<file path="src/rtl/board_pkg.sv">
// board_pkg: board clock and debounce timing constants shared by the switch front end.
package board_pkg;
    localparam int CLK_HZ = 100_000_000;
    localparam int DEBOUNCE_MS = 10;
    localparam int DEFAULT_DEBOUNCE_CYCLES = CLK_HZ / 1000 * DEBOUNCE_MS;
    function automatic int cnt_width(input int n);
        return $clog2(n) > 1 ? $clog2(n) : 1;
    endfunction
endpackage

</file>
<file path="src/rtl/debounce_bit.sv">
// debounce_bit: one channel of synchronizer, stability-counter debouncer and rise/fall pulses.
module debounce_bit
    import board_pkg::*;
#(
    parameter int DEBOUNCE_CYCLES = DEFAULT_DEBOUNCE_CYCLES
) (
    input  logic clk,
    input  logic rst_n,
    input  logic raw,
    output logic clean,
    output logic rise,
    output logic fall
);
    localparam int CW = cnt_width(DEBOUNCE_CYCLES);
    localparam logic [CW-1:0] LAST = CW'(DEBOUNCE_CYCLES - 1);
    logic s1, s2;
    logic [CW-1:0] cnt;
    always_ff @(posedge clk or negedge rst_n) begin
        if (!rst_n) begin
            s1 <= 1'b0;
            s2 <= 1'b0;
            cnt <= '0;
            clean <= 1'b0;
            rise <= 1'b0;
            fall <= 1'b0;
        end else begin
            s1 <= raw;
            s2 <= s1;
            // any agreeing sample restarts the stability window
            if (s2 == clean) begin
                cnt <= '0;
                rise <= 1'b0;
                fall <= 1'b0;
            end else if (cnt == LAST) begin
                clean <= s2;
                cnt <= '0;
                rise <= s2;
                fall <= ~s2;
            end else begin
                cnt <= cnt + 1'b1;
                rise <= 1'b0;
                fall <= 1'b0;
            end
        end
    end
endmodule

</file>
<file path="src/rtl/switch_conditioner.sv">
// switch_conditioner: WIDTH independent debounced switch channels with edge pulses.
module switch_conditioner
    import board_pkg::*;
#(
    parameter int WIDTH = 3,
    parameter int DEBOUNCE_CYCLES = DEFAULT_DEBOUNCE_CYCLES
) (
    input  logic             clk,
    input  logic             rst_n,
    input  logic [WIDTH-1:0] raw,
    output logic [WIDTH-1:0] clean,
    output logic [WIDTH-1:0] rise,
    output logic [WIDTH-1:0] fall
);
    for (genvar i = 0; i < WIDTH; i++) begin : g_ch
        debounce_bit #(.DEBOUNCE_CYCLES(DEBOUNCE_CYCLES)) u_bit (
            .clk(clk),
            .rst_n(rst_n),
            .raw(raw[i]),
            .clean(clean[i]),
            .rise(rise[i]),
            .fall(fall[i])
        );
    end
endmodule

</file>
<file path="config.mk">
export PLATFORM = sky130hd
export DESIGN_NAME = switch_conditioner
export DESIGN_NICKNAME = d
export VERILOG_FILES = /design/src/rtl/board_pkg.sv /design/src/rtl/debounce_bit.sv /design/src/rtl/switch_conditioner.sv
export SDC_FILE = /design/constraint.sdc
export NUM_CORES = 1
export LEC_CHECK = 0
export CAP_MARGIN = 20
export CORE_UTILIZATION = 50
export CTS_BUF_LIST = sky130_fd_sc_hd__clkbuf_8
export CTS_CLUSTER_SIZE = 30
export DETAILED_ROUTE_END_ITERATION = 7
export PLACE_DENSITY = 0.78
export SYNTH_ARGS = -nofsm -noshare
export SYNTH_HDL_FRONTEND = slang
export SYNTH_HIERARCHICAL = 1
export SYNTH_SLANG_ARGS = --single-unit
</file>
<file path="constraint.sdc">
create_clock -name clk -period 2.3 [get_ports clk]
set_input_delay 0.23 -clock clk [delete_from_list [all_inputs] [get_ports clk]]
set_output_delay 0.23 -clock clk [all_outputs]
set_load 0.01 [all_outputs]
</file>
After elaboration in Yosys (flattened, before gate mapping) --
Index checks and enable logic that the tools add are counted.
Word-level totals: bits in latches 0, bits in read-only memories 0, memory bits (writable) 0, input port bits 5, word-level logic and storage cells 54, memories 0, flip-flop bits (word level) 75
Cells by class: bitwise logic cells 6, shift operators 0, multiplexer cells 18, magnitude comparators 0, reductions and logical operators 3, eq/ne operators 6, div/mod/pow operators 0, multipliers 0, add/subtract/negate cells 3
Operator list (number):
- $mux 20 | 6
- $add 20x1->20 const B | 3
- $eq 20x20->1 const B | 3
- $mux 1 | 12
- $not 1->1 | 6
- $reduce_and 2->1 | 3
- $eq 1x1->1 | 3

Depth between registers and ports, before layout --
Gate-level depths: netlist of run 1.
word-level depth 3, mapped depth 6, mapped depth without buffers 5

By module --
Netlist of run 1, hierarchy kept.
Modules (own cells, without submodules):
- debounce_bit | instances 3, cells each 116, area an instance 1173.6 µm²

Least setup slack after synthesis of run 1 --
Ideal clock, no wire load.
path type register to register, start point register g_ch[0].u_bit.cnt[0], end point register g_ch[0].u_bit.cnt[18], slack 320 ps, arrival 1907 ps, stages on the path, launching flop included 7, required time 2227 ps, path through dfrtp_1 ha_1 nand2_1 or4_1 buf_2 or4_4 a21oi_2
Between the ends: word-level cells in the longest chain between the ends 3, elaborated cells between the ends (all ways) 4, those cells by class 1 x add/sub; 1 x eq/ne; 2 x mux
Ends and longest elaborated chain:
- start, declared | RTL line debounce_bit.sv:17 | logic [CW-1:0] cnt;
- start signal, assigned | RTL line debounce_bit.sv:40 | cnt <= cnt + 1'b1;
- $add 20x1->20 or $eq 20x20->1 (tied branches) | RTL line debounce_bit.sv:40, debounce_bit.sv:34
- $mux 20 * | RTL line debounce_bit.sv:34 | end else if (cnt == LAST) begin
- $mux 20 * | RTL line debounce_bit.sv:30 | if (s2 == clean) begin
Every way passes the cells marked *; elsewhere a longest branch is shown, timed or not. A chain may end at the register's enable or synchronous reset.

Final worst setup path of run 1 --
start point register g_ch[2].u_bit.cnt[0], end point register g_ch[2].u_bit.cnt[18]
Between the ends: word-level cells in the longest chain between the ends 3, elaborated cells between the ends (all ways) 4, those cells by class 1 x add/sub; 1 x eq/ne; 2 x mux
Ends and longest elaborated chain (RTL line):
- start, declared | debounce_bit.sv:17
- start signal, assigned | debounce_bit.sv:40
- $add 20x1->20 or $eq 20x20->1 (tied branches) | debounce_bit.sv:40, debounce_bit.sv:34
- $mux 20 * | debounce_bit.sv:34
- $mux 20 * | debounce_bit.sv:30
Marks and branches as above.

==> results of run 1 <==
==> where the power goes <==
part / switching, W / total, W / internal [W]
logic: 0.0000551 / 0.0000782 / 0.0000231
registers: 0.0000201 / 0.00136 / 0.00134
clock network: 0.000438 / 0.000871 / 0.000433
==> cell usage in the layout, fill, tap and decap left out, types with 6 or more instances in the layout <==
cell | Yosys | final
a21oi_1 | 21 | 21
clkbuf_8 | 0 | 11
clkdlybuf4s50_1 | 0 | 12
dfrtp_1 | 75 | 75
inv_1 | 18 | 19
nand2_1 | 15 | 15
nand3_1 | 24 | 24
nand4_1 | 6 | 6
nor2_1 | 39 | 39
nor3_1 | 6 | 6
nor3b_1 | 6 | 6
o21ai_0 | 15 | 15
o31ai_1 | 9 | 9
or3_1 | 6 | 6
or3_2 | 9 | 9
or4_1 | 18 | 18
xnor2_1 | 18 | 18
xor2_1 | 15 | 15
==> worst min path at each step <==
stage	startpoint	end	slack, ns	cells past startpoint
global route	rst_n	g_ch[1].u_bit/cnt[14]$_DFF_PN0_	0.10	1
global placement	g_ch[0].u_bit/s1$_DFF_PN0_	g_ch[0].u_bit/s2$_DFF_PN0_	0.34	0
detailed placement	g_ch[0].u_bit/s1$_DFF_PN0_	g_ch[0].u_bit/s2$_DFF_PN0_	0.34	0
finish	rst_n	g_ch[0].u_bit/cnt[17]$_DFF_PN0_	0.02	1
CTS	rst_n	g_ch[0].u_bit/cnt[17]$_DFF_PN0_	0.05	1
floorplan	rst_n	g_ch[0].u_bit/clean$_DFFE_PN0P_	-0.07	0
==> kinds of logic after synthesis <==
family | synth area share
xor gates and xnor gates | 0.08209
DFF | 0.5330
and+or+nand+nor | 0.2399
muxes | 0.009594
AOI/OAI and AO/OA | 0.08529
adders and majority gates | 0.01066
buffers and inverters | 0.03944
==> state kept, by name, indices dropped and copies added, names as in the netlist <==
name and count:
g_ch.u_bit/clean 3, g_ch.u_bit/cnt 60, g_ch.u_bit/s2 3, g_ch.u_bit/s1 3, g_ch.u_bit/rise 3, g_ch.u_bit/fall 3
==> routing by layer <==
layer  vias to the layer above  part of all wire  track usage
li1                       1230                 -            -
met1                      1234              0.46       0.2320
met2                        29              0.50       0.3052
met3                         6             0.034      0.06352
met4                         0            0.0098      0.04848
met5                         -                 0            0
==> per-stage QoR <==
stage	hold slack, ns	total power, W	worst slack, ns	cells
after global routing	0.1008	0.002408	0.02812	456
after detailed placement	0.3373	0.001462	0.1368	442
after floorplan	-0.06559	0.001419	0.3197	348
after CTS	0.05233	0.002341	0.1293	456
after global placement	0.3373	0.001458	0.1908	442
final	0.02135	0.002305	0.1280	456
==> cell type report <==
class / instances / area [sq um]
clock inverters: 3 / 16.27
flip-flops and latches: 75 / 1877
well taps: 96 / 120.1
fillers: 578 / 2929
multi-input cells: 240 / 1505
inverters: 18 / 67.56
clock buffers: 11 / 151.4
repair buffers: 13 / 127.6
==> worst max-delay path: cells and delay by family, from the launching register on <==
family / cells / cell delay, ns
flops: 1 / 0.42
fa+ha+maj: 1 / 0.25
compound gates: 1 / 0.14
simple gates: 3 / 1.29
==> results.cfg, run 1 <==
[cts]
cts_tree = yes
holdBufCountCts = 0
root_buffer = clkbuf_8
cts.sinks = 75
cts_buffer_depth = 2
clk_pin_slew_ns = 0.07
clock_latency_ns = 0.34
postCtsResizedCells = 0
cts_setup_buffers = 0
cts_inserted_buffers = 9
h-tree-depth = 3

[grt]
grt_max_degree = 76
antenna_found_initial = 0
overflow = 0
grt_pass1_wl_microns = 10640
grt_pass1_vias = 2362
grt_usage = 0.1845

[setup_path]
endpoint = g_ch[2].u_bit/cnt[18]$_DFF_PN0_
r2r_start = g_ch[2].u_bit/cnt[0]$_DFF_PN0_
crit_chain = ha_1 -> nand2_1 -> or4_1 -> or4_4 -> a21oi_2
r2r.worst_path.cells = 5
cp_data_arrival_time_ns = 2.44
max_stage_delay_ns = 0.66
cp-start-kind = register
r2r_end = g_ch[2].u_bit/cnt[18]$_DFF_PN0_
end_kind = register
crit_start = g_ch[2].u_bit/cnt[0]$_DFF_PN0_
path_class = reg -> reg
crit_path_top_delay_cell = or4_1
worst-r2r-setup-slack_ns = 0.13
cp.required_ns = 2.57
crit_fanout = 8

[final_layout]
fin_util = 0.5689
drive_gt1_frac = 0.1306
nNetsFinal = 365
area_growth_syn_to_layout_pct = 9.773
finalInstanceArea_sq_um = 3865
n_antenna_cell = 0

[route]
via_per_inst = 5.480
wl_microns = 6103
num_vias = 2499
drtPass1Iterations = 4
drc_errors = 0
drt_iter0_markers = 158
ant_nets = 0
wl_per_cell_microns = 13.38

[sta]
fin_crit_ns = 2.172
skew_ns = 0.006328
hold_violations = 0
max_freq_ghz = 0.4604
totalNegativeSetupSlack_ns = 0
tightest_slew_ns = 0.9087
rsz0062_at_grt = false
final-setup-viol-count = 0
finalCritPeriodShare = 0.9443
finalMaxSlewViolations = 0
max-slew-margin-rel = 0.3942

[power]
powerDensity_nw_per_um2 = 596.5
ir_worst_vdd_v = 0.0003891
p_leak_nw = 1.529

[synth]
synth-main-ff-cell = dfrtp_1
synth_seq_cells = 75
synth_cell_types = 29
synth-edff-count = 0
synthTopCellsByArea = dfrtp_1, xnor2_1, nor2_1, or4_1, xor2_1
synth_nets = 356
synthCells = 348
ys_async_sr_fraction = 1.000
synth.most_common_cell = dfrtp_1
synth_top_area_share = 0.5330
netlist.top_cell.by_area = dfrtp_1
ys_seq_area_frac = 0.5330
avgSynthCellArea_sq_um = 10.12
ys_top_cells_by_count = dfrtp_1, nor2_1, nand3_1
synth.cell_area_sq_um = 3521
ys_warn_count = 6

[die]
dieArea_sq_um = 7381
design.core.area_sq_um = 6794
boundaryPins = 14
rows = 30
start_util = 0.5182
die_x_microns = 85.92
die_y_microns = 85.92

[placed_design]
io_buffers = 13
place_congestion = 0.7811
placed_cell_area_sq_um = 3697
place_hpwl_microns = 4068

[worst_hold_path]
hold_class = in -> async

[run_status]
status = finished clean

[flow_run]
max_cap_viol_count = 0
Power figures use the tool's default switching activity.
==> run 2, diff against run 1 <==
--- a/config.mk
+++ b/config.mk
@@ -5,6 +5,7 @@
 export SDC_FILE = /design/constraint.sdc
 export NUM_CORES = 1
 export LEC_CHECK = 0
+export ABC_AREA = 0
 export CAP_MARGIN = 20
 export CORE_UTILIZATION = 50
 export CTS_BUF_LIST = sky130_fd_sc_hd__clkbuf_8
==> results of run 2 <==
Same layout as run 1: the final DEF is identical, and so are final timing and power.
